==> src/rtl/priority_grant_decoder.sv <==
// Grant decoder: turns an encoded request index into a registered one-hot grant,
// with a one-entry pending buffer and a forced release after TIMEOUT grant cycles.
//
// state | meaning
// IDLE  | no grant held, g0..g3 all zero, waiting for v
// GRANT | one grant held, counter running, pending buffer active
module priority_grant_decoder #(
  parameter int TIMEOUT = 15
) (
  input  logic clk,
  input  logic rst,
  input  logic y1,
  input  logic y0,
  input  logic v,
  input  logic ack,
  output logic g0,
  output logic g1,
  output logic g2,
  output logic g3,
  output logic busy,
  output logic pend,
  output logic drop,
  output logic timeout
);

  localparam logic [0:0] IDLE  = 1'b0;
  localparam logic [0:0] GRANT = 1'b1;

  localparam logic [7:0] CNT_LAST = 8'(TIMEOUT - 1);

  logic [0:0] state;
  logic [3:0] grant;
  logic [1:0] grant_idx;
  logic [1:0] pend_idx;
  logic       pend_q;
  logic [7:0] cnt;
  logic       drop_q;
  logic       timeout_q;

  logic [1:0] req_idx;
  logic       at_limit;
  logic       grant_end;

  assign req_idx   = {y1, y0};
  assign at_limit  = (cnt == CNT_LAST);
  assign grant_end = ack || at_limit;

  always_ff @(posedge clk) begin
    if (rst) begin
      state     <= IDLE;
      grant     <= 4'b0000;
      grant_idx <= 2'd0;
      pend_idx  <= 2'd0;
      pend_q    <= 1'b0;
      cnt       <= 8'd0;
      drop_q    <= 1'b0;
      timeout_q <= 1'b0;
    end else begin
      drop_q    <= 1'b0;
      timeout_q <= 1'b0;
      case (state)
        IDLE: begin
          if (v) begin
            state     <= GRANT;
            grant     <= 4'b0001 << req_idx;
            grant_idx <= req_idx;
            cnt       <= 8'd0;
          end
        end
        GRANT: begin
          if (grant_end) begin
            // ack wins over the limit, so only a pure limit hit reports a timeout
            timeout_q <= !ack;
            cnt       <= 8'd0;
            if (pend_q) begin
              grant     <= 4'b0001 << pend_idx;
              grant_idx <= pend_idx;
              if (v && (req_idx != pend_idx)) begin
                pend_idx <= req_idx;
                pend_q   <= 1'b1;
              end else begin
                pend_q <= 1'b0;
              end
            end else if (v) begin
              grant     <= 4'b0001 << req_idx;
              grant_idx <= req_idx;
            end else begin
              state <= IDLE;
              grant <= 4'b0000;
            end
          end else begin
            cnt <= cnt + 8'd1;
            if (v && (req_idx != grant_idx) && !(pend_q && (req_idx == pend_idx))) begin
              if (!pend_q) begin
                pend_idx <= req_idx;
                pend_q   <= 1'b1;
              end else begin
                drop_q <= 1'b1;
              end
            end
          end
        end
        default: begin
          state <= IDLE;
          grant <= 4'b0000;
        end
      endcase
    end
  end

  assign {g3, g2, g1, g0} = grant;
  assign busy    = (state == GRANT);
  assign pend    = pend_q;
  assign drop    = drop_q;
  assign timeout = timeout_q;

endmodule

==> config.mk <==
export PLATFORM = sky130hd
export DESIGN_NAME = priority_grant_decoder
export DESIGN_NICKNAME = d
export VERILOG_FILES = /design/src/rtl/priority_grant_decoder.sv
export SDC_FILE = /design/constraint.sdc
export NUM_CORES = 1
export LEC_CHECK = 0
export ABC_AREA = 1
export BUFFER_PORTS_ARGS = -buffer_cell sky130_fd_sc_hd__buf_2
export CORE_MARGIN = 3
export CORE_UTILIZATION = 60
export DETAILED_ROUTE_END_ITERATION = 10
export MAX_ROUTING_LAYER = met4
export PLACE_DENSITY = 0.86
export SKIP_CTS_REPAIR_TIMING = 1
export SYNTH_ARGS = -nofsm -noshare
export SYNTH_HDL_FRONTEND = slang
export SYNTH_SLANG_ARGS = --single-unit
==> constraint.sdc <==
create_clock -name clk -period 2.86 [get_ports clk]
set_clock_uncertainty 0.2 [all_clocks]
set_input_delay 0.143 -clock clk [delete_from_list [all_inputs] [get_ports clk]]
set_output_delay 0.143 -clock clk [all_outputs]
set_load 0.05 [all_outputs]
### Word-level counts from Yosys, hierarchy flattened

Index checks and enable logic that the tools add are counted.

* $add $sub $neg: 1
* shift-type cells: 2
* equality and inequality tests: 9
* muxes and demuxes: 26
* bitwise logic cells: 3
* reductions and logical operators: 13

Operator list (count)
* $mux 2: 8
* $mux 4: 4
* $mux 8: 2
* $pmux 8 s2: 1
* $add 8x1->8 const B: 1
* $eq 8x4->1 const B: 1
* $mux 1: 8
* $pmux 4 s2: 1
* $shl 1x2->4 const A: 2
* $ne 2x1->1 const B: 3
* $reduce_and 5->1: 1
* $logic_and 1x1->1: 4
* $ne 2x2->1: 2
* $ne 2x2->1 const B: 2
* $pmux 2 s2: 1
* $reduce_and 2->1: 2
* $reduce_or 4->1: 1
* $not 1->1: 3
* $reduce_or 3->1: 1
* $eq 2x2->1: 1
* $logic_not 1->1: 2
* $pmux 1 s2: 1
* $reduce_bool 2->1: 1
* $logic_or 1x1->1: 1

* flip-flop bits (word level): 20
* word-level logic and storage cells: 62
* bits of input ports: 6
* output and inout bits: 8

### Logic depth before layout (Yosys ltp)

Gate-level depths: netlist of the first run.

* depth after elaboration: 6
* depth in mapped cells: 11

### Worst setup path before layout of the first run

OpenSTA, ideal clock, no wires.

* path type: flip-flop to flip-flop
* from: reg state, in the netlist busy
* to: reg grant[0]
* stages on the path, launching flop included: 5
* arrival time: 1.392 ns
* data required time: 2.542 ns
* path slack: 1.151 ns
* path through: dfxtp_1 -> nor2_4 -> buf_2 -> nor3_1 -> nor2_1

* cells in the longest elaborated chain, start to end: 3

Ends and longest elaborated chain
* from (decl): line 31 `logic [0:0] state;`
* from (signal assigned): line 50 `state <= IDLE;`
* from (signal assigned): line 64 `state <= GRANT;`
* from (signal assigned): line 88 `state <= IDLE;`
* $not 1->1 (no line)
* $ne 2x2->1 (no line)
* $reduce_and 2->1 (no line)
* to (signal assigned): line 65 `grant <= 4'b0001 << req_idx;`
* to (signal assigned): line 76 `grant <= 4'b0001 << pend_idx;`
* to (signal assigned): line 85 `grant <= 4'b0001 << req_idx;`
* to (decl): line 32 `logic [3:0] grant;`

Parallel ways exist; a longest one is shown, timed or not.
A chain may end at the register's enable or synchronous reset.

### Worst setup path after layout of the first run

* from: reg cnt[0]
* to: reg grant[3]

* cells in the longest elaborated chain, start to end: 4

Ends and longest elaborated chain
* from (decl): line 36 `logic [7:0] cnt;`
* from (signal assigned): line 92 `cnt <= cnt + 8'd1;`
* $eq 8x4->1: line 45 `assign at_limit = (cnt == CNT_LAST);`
* $logic_or 1x1->1: line 46 `assign grant_end = ack || at_limit;`
* $ne 2x1->1 (no line)
* $reduce_and 2->1 (no line)

Every way passes these cells.

==> impl_metrics.toml, run 1 <==
[run_status]
status = "complete, but fails checks"
violations = "hold timing"

[cells_and_area]
num_antenna_cells = 0
multiInputGateArea_sq_um = 642
syn_to_final_growth_pct = 10.2
fill_cells = 159
stdcell_area_sq_um = 1260
mostFrequentLayoutCell = "nand2_1"
fin_util_pct = 71.4
layout_common_cells = "nand2_1 (33), dfxtp_1 (20), inv_1 (17)"
layout.nets = 185
drive_gt1_share_pct = 19.4
regArea_sq_um = 400

[placement]
placed_cell_area_sq_um = 1230
hpwl_um = 1910
portBuffers = 13
gp_congestion = 0.944

[global_routing]
grt_max_degree = 14
grt_overflow_total = 0
track_usage_pct = 22.7
grt_pass1_vias = 1072
grt_first_pass_wirelength_um = 4280
antenna_found_initial = 0

[power_and_ir_drop]
p_leak_nw = 0.552
design_power_total_w = 0.000550
peakVddDrop_uv = 350
power.density_nw_per_um2 = 437

[cts]
cts.htree.levels = 1
clock-root-buffer = "clkbuf_4"
clock-sinks = 20
cts_tree = "built"
cts_inserted_buffers = 3
clk_latency_ns = 0.30
path_clk_slew_ns = 0.10
cts_max_path_buffers = 2

[floorplanning]
num_rows = 15
core_sq_um = 1760
chipHeight_um = 49.7
die_area_sq_um = 2470
ios = 14
fp.dieW_um = 49.7
start_util_pct = 64.8

[timing]
finalSetupViolCount = 0
worst_pin_slew_ns = 0.449
fin_setup_tns_ns = 0
fin_crit_ns = 1.69
slew_viol_final = 0
relSlewSlack_pct = 70.0
hold_viol = 1
finalCritPeriodShare_pct = 59.0
rsz0062_at_grt = "false"
whs_ns = -0.0141
timing.fmax_mhz = 593

[yosys]
synth_area_leaders = "dfxtp_1 (35%), nand2_1 (11%), a21oi_1 (5.7%)"
yosys.area.top_type = "dfxtp_1"
syn-cell-area_sq_um = 1140
synth_warnings = 0
yosysUniqueCellTypes = 34
syn_nets = 169
ys_ff_latch = 20
yosys.area.top_type_share_pct = 35.0
ys_seq_area_share_pct = 35.0
synthCells = 161
avgSynthCellArea_sq_um = 7.10

[critical_path]
critPathKind = "flop to flop"
path_cells = "inv_1, ha_1, inv_1, nor2_2, nand3_2, nand3_4, inv_6, nor2_8, o21ai_1, nor2_1"
critPathMostFrequentCell = "inv_1"
cp-start-kind = "flop"
critPathRequiredTime_ns = 2.86
cp-end-kind = "flop"
max_stage_delay_ns = 0.37
crit_fanout = 9
worst-path-buf-inv = 3
path_delay_family = "flip-flops"
critPathSlowestCell = "dfxtp_1"
cp.arrival_ns = 1.68

[route]
vias_per_cell = 5.61
drt_first_pass_iters = 4
num_vias = 1121
drt_wl_total_um = 2470
wl_per_cell_um = 12.4
first_iter_violations = 39
ant_nets = 0
drc = 0

[flow_run]
max_cap_viol_count = 0

[min_path]
min_path_type = "input pin to flop"
==> cells by family after synthesis <==
kind of cell               after synthesis  share of synthesized area, %
AOI/OAI and AO/OA                       34                          17.4
xor gates and xnor gates                 1                         0.766
adders and majority gates                2                          2.19
buffers and inverters                   24                          8.86
DFF                                     20                          35.0
and+or+nand+nor                         80                          35.8
==> layout make-up <==
class / count / share of cell area, %
Clock buffer: 3 / 1.79
Inverter: 21 / 7.05
Sequential cell: 20 / 31.8
Multi-Input combinational cell: 117 / 50.9
Tap cell: 25 / 2.48
Timing Repair Buffer: 14 / 5.96
==> through the flow <==
step                cells  hold slack [ns]  setup slack, ns
floorplan             161            0.136             1.15
finish                200          -0.0141             1.17
detailed placement    196            0.254             1.18
CTS                   199          -0.0681             1.17
global route          200           0.0128             1.03
global placement      196            0.242             1.28
==> synthesized netlist by cell type <==
library cell  count
clkbuf_1          2
nor2_2            1
or2_0             1
nand3_2           2
inv_6             1
clkinv_4          1
a31oi_1           1
a22oi_1           1
o21bai_2          1
buf_2             1
nand4_1           1
nand2_1          33
o21ai_1           8
xnor2_1           1
nor3_1            5
nand2_2           4
a21oi_1          13
o22ai_1           2
nor3b_2           1
nor2_8            1
o21ai_0           5
nor2_4            1
nand3b_1          1
inv_1            17
nand2_4           1
nor2_1           15
dfxtp_1          20
o21bai_1          1
inv_2             2
nand3_4           1
nand3_1          12
ha_1              2
o31ai_1           1
o32ai_2           1
==> sequential cells by signal (all words and copies together), names as in the netlist <==
signal	flops
timeout	1
drop	1
pend	1
cnt	8
grant_idx	2
busy	1
grant	4
pend_idx	2
==> report_power, final <==
| part | leakage (nW) | internal, W | switching (W) |
|---|---|---|---|
| Combinational | 0.375 | 0.0000347 | 0.0000813 |
| Sequential | 0.163 | 0.000291 | 0.0000130 |
| Clock | 0.0138 | 0.0000491 | 0.0000814 |
==> worst paths after layout <==
path	endpoint	startpoint	cells after the start	slack (ns)
min reg2reg	grant[1]$_SDFFE_PP0P_	grant[1]$_SDFFE_PP0P_	2	0.29
min	timeout$_SDFF_PP0_	ack	4	-0.01
max reg2reg	grant[3]$_SDFFE_PP0P_	cnt[0]$_SDFFE_PP0P_	10	1.17
max	grant[3]$_SDFFE_PP0P_	cnt[0]$_SDFFE_PP0P_	10	1.17
==> worst register-to-register path, cell delays in order, from the launching register on <==
cell and delay [ns]:
dfxtp_1 0.37, inv_1 0.08, ha_1 0.21, inv_1 0.06, nor2_2 0.04, nand3_2 0.07
nand3_4 0.13, inv_6 0.15, nor2_8 0.05, o21ai_1 0.15, nor2_1 0.06
==> routing by layer <==
metal,vias up,share of wire [%],track usage [%]
met5,-,0,-
met2,47,50,38.3
met4,0,1.1,10.1
li1,558,-,-
met1,512,43,25.4
met3,4,6.3,5.14
Power figures use the tool's default switching activity.
==> inputs of run 2 (changes only) <==
ABC_AREA = 0   (was 1)
CORE_UTILIZATION = 55   (was 60)
PLACE_DENSITY = 0.8   (was 0.86)
clock period = 1.6 ns   (was 2.86 ns; I/O delays follow)
==> run 2 against run 1 <==
  * The run ends with hold timing, setup timing left
  * Cell area is 24% higher
  * Critical path type unchanged
  * Power is 120% higher
  * Largest power group unchanged
  * Critical endpoint is now pend_idx[0]$_SDFFE_PP0P_
  * Die area is 4.2% higher
  * Count of clock-buffer cells in the layout stayed put
  * Combinational power is 130% higher
==> impl_metrics.toml, run 2 <==
[route]
vias_per_cell = 6.05
first_iter_violations = 66
drt_wl_total_um = 3190
ant_nets = 0
num_vias = 1161
wl_per_cell_um = 16.6
drc = 0
drt_first_pass_iters = 5

[timing]
hold_viol = 2
finalSetupViolCount = 17
finalCritPeriodShare_pct = 113
relSlewSlack_pct = 70.9
slew_viol_final = 0
setup_slack_ns = -0.204
fin_crit_ns = 1.80
timing.fmax_mhz = 554
worst_pin_slew_ns = 0.437
rsz0062_at_grt = "true"
whs_ns = -0.127

[critical_path]
worstReg2RegStart = "cnt[0]$_SDFFE_PP0P_"
critPathKind = "flop to flop"
max_stage_delay_ns = 0.38
critPathRequiredTime_ns = 1.64
crit_fanout = 6
ff2ff_setup_slack_ns = -0.20
cp-end-kind = "flop"
cp.arrival_ns = 1.85
worstReg2RegEnd = "pend_idx[0]$_SDFFE_PP0P_"
r2r_cells = 6
critPathSlowestCell = "dfxtp_4"
worst-path-buf-inv = 1
path_cells = "inv_2, ha_4, a31o_4, or2_1, a21oi_2, mux2i_1"
path_delay_family = "compound AO/OA/AOI/OAI gates"
cp-start-kind = "flop"

[min_path]
min_path_cells = 3
hold_end = "drop$_SDFF_PP0_"
hold_path_startpoint = "ack"
min_path_type = "input pin to flop"

[cells_and_area]
top_register = "cnt"
fin_util_pct = 86.4
num_antenna_cells = 0
drive_gt1_share_pct = 41.9
mostFrequentLayoutCell = "nor2_1"
largest_reg_flops = 8
largestRegisters = "cnt (8), grant (4)"
layout_common_cells = "nor2_1 (17), buf_4 (16), a21oi_1 (13), buf_2 (13), dfxtp_1 (12)"
layout.nets = 176
syn_to_final_growth_pct = 41.7

[floorplanning]
num_rows = 15
ios = 14
fp.dieW_um = 50.7
core_sq_um = 1800
start_util_pct = 61.0
die_area_sq_um = 2570
chipHeight_um = 50.7

[cts]
clock-root-buffer = "clkbuf_4"
path_clk_slew_ns = 0.12
clock-sinks = 20
cts_max_path_buffers = 2
cts.htree.levels = 1
cts_tree = "built"
clk_latency_ns = 0.31
cts_inserted_buffers = 3

[yosys]
syn_nets = 140
ys_ff_latch = 20
synth_warnings = 0
synth_common_cells = "dfxtp_1 (20), nor2_1 (18), a21oi_1 (15)"
synth.most_common_cell = "dfxtp_1"
ys_seq_area_share_pct = 36.4
synth_area_leaders = "dfxtp_1 (36%), a21oi_1 (6.8%), nor2_1 (6.2%)"
synth_edf_count = 0
dominantRegCellSynth = "dfxtp_1"
yosysUniqueCellTypes = 41
yosys.area.top_type_share_pct = 36.4
synthCells = 132
syn-cell-area_sq_um = 1100
yosys.area.top_type = "dfxtp_1"
avgSynthCellArea_sq_um = 8.32
synthArstFlopShare_pct = 0

[global_routing]
grt_pass1_vias = 1064
grt_overflow_total = 0
track_usage_pct = 23.7
grt_first_pass_wirelength_um = 4550
grt_max_degree = 23
antenna_found_initial = 0

[placement]
hpwl_um = 1780
portBuffers = 13
place_ws_ns = -0.204
gp_congestion = 0.864

[flow_run]
max_cap_viol_count = 0

[run_status]
status = "complete, but fails checks"
violations = "hold timing, setup timing"

[power_and_ir_drop]
p_leak_nw = 0.604
peakVddDrop_uv = 652
power.density_nw_per_um2 = 788
[run 2: cell types whose count changed in the layout (fill, tap and decap cells not counted), moves of 6 or more]
cell      previous run  this run
inv_1               17         2
nand2b_1             0         6
dfxtp_1             20        12
dfxtp_2              0         6
nand2_1             33         6
nand3_1             12         4
buf_4                0        16
[run 2: layout make-up]
cell class / count / area, sq um
Sequential cell: 20 / 415
Multi-Input combinational cell: 101 / 753
Inverter: 4 / 15.0
Tap cell: 25 / 31.3
Clock inverter: 1 / 30.0
Clock buffer: 3 / 22.5
Timing Repair Buffer: 38 / 289
Fill cell: 99 / 245
[run 2: routing by layer]
layer | routed length [um] | track usage [%] | part of all wire (%) | up-vias
met2 | 1510 | 37.4 | 47 | 76
met3 | 249 | 4.45 | 7.8 | 16
met1 | 1320 | 28.4 | 41 | 518
li1 | - | - | - | 551
met4 | 110 | 13.0 | 3.5 | 0
met5 | 0 | - | 0 | -
[run 2: kinds of logic (layout without fill, tap and decap cells)]
| kind of cell | count (synthesis) | count (layout) | share of synthesized area (%) |
|---|---|---|---|
| adders and majority gates | 2 | 2 | 2.28 |
| buffers and inverters | 11 | 46 | 3.99 |
| and+or+nand+nor | 55 | 55 | 27.8 |
| AOI/OAI and AO/OA | 37 | 37 | 23.6 |
| xor gates and xnor gates | 4 | 4 | 3.19 |
| DFF | 20 | 20 | 36.4 |
| muxes | 3 | 3 | 2.73 |
[run 2: worst max path at each step]
stage / to / startpoint / cells past startpoint / slack (ns)
after floorplan: pend_idx[0]$_SDFFE_PP0P_ / cnt[0]$_SDFFE_PP0P_ / 6 / -0.06
after global placement: cnt[5]$_SDFFE_PP0P_ / cnt[7]$_SDFFE_PP0P_ / 5 / -0.13
after detailed placement: pend_idx[1]$_SDFFE_PP0P_ / cnt[7]$_SDFFE_PP0P_ / 5 / -0.20
after CTS: pend_idx[0]$_SDFFE_PP0P_ / cnt[7]$_SDFFE_PP0P_ / 5 / -0.25
after global routing: pend_idx[0]$_SDFFE_PP0P_ / cnt[6]$_SDFFE_PP0P_ / 6 / -0.32
final: pend_idx[0]$_SDFFE_PP0P_ / cnt[0]$_SDFFE_PP0P_ / 6 / -0.20
[run 2: per-stage QoR]
step                      cells  TNS, ns  power (W)  instance area (sq um)  hold slack, ns
after detailed placement    179    -1.78   0.000771                   1350           0.207
after CTS                   183    -2.33    0.00119                   1400          -0.122
after floorplan             132   -0.147   0.000711                   1160          0.0347
final                       192    -1.49    0.00123                   1560          -0.127
after global placement      179   -0.824   0.000764                   1350           0.192
after global routing        192    -2.98    0.00127                   1560          -0.113
[run 2: worst register-to-register path: stages, from the launching register on]
cell and delay (ns):
dfxtp_4 0.38, inv_2 0.05, ha_4 0.17, a31o_4 0.26, or2_1 0.24, a21oi_2 0.23
mux2i_1 0.21
[run 2: where the power goes]
group,internal [W],total (W),switching [W],leakage (nW)
combinational,0.000106,0.000265,0.000160,0.409
clock,0.000253,0.000423,0.000170,0.0279
sequential,0.000517,0.000538,0.0000206,0.167
total,0.000876,0.00123,0.000350,0.604
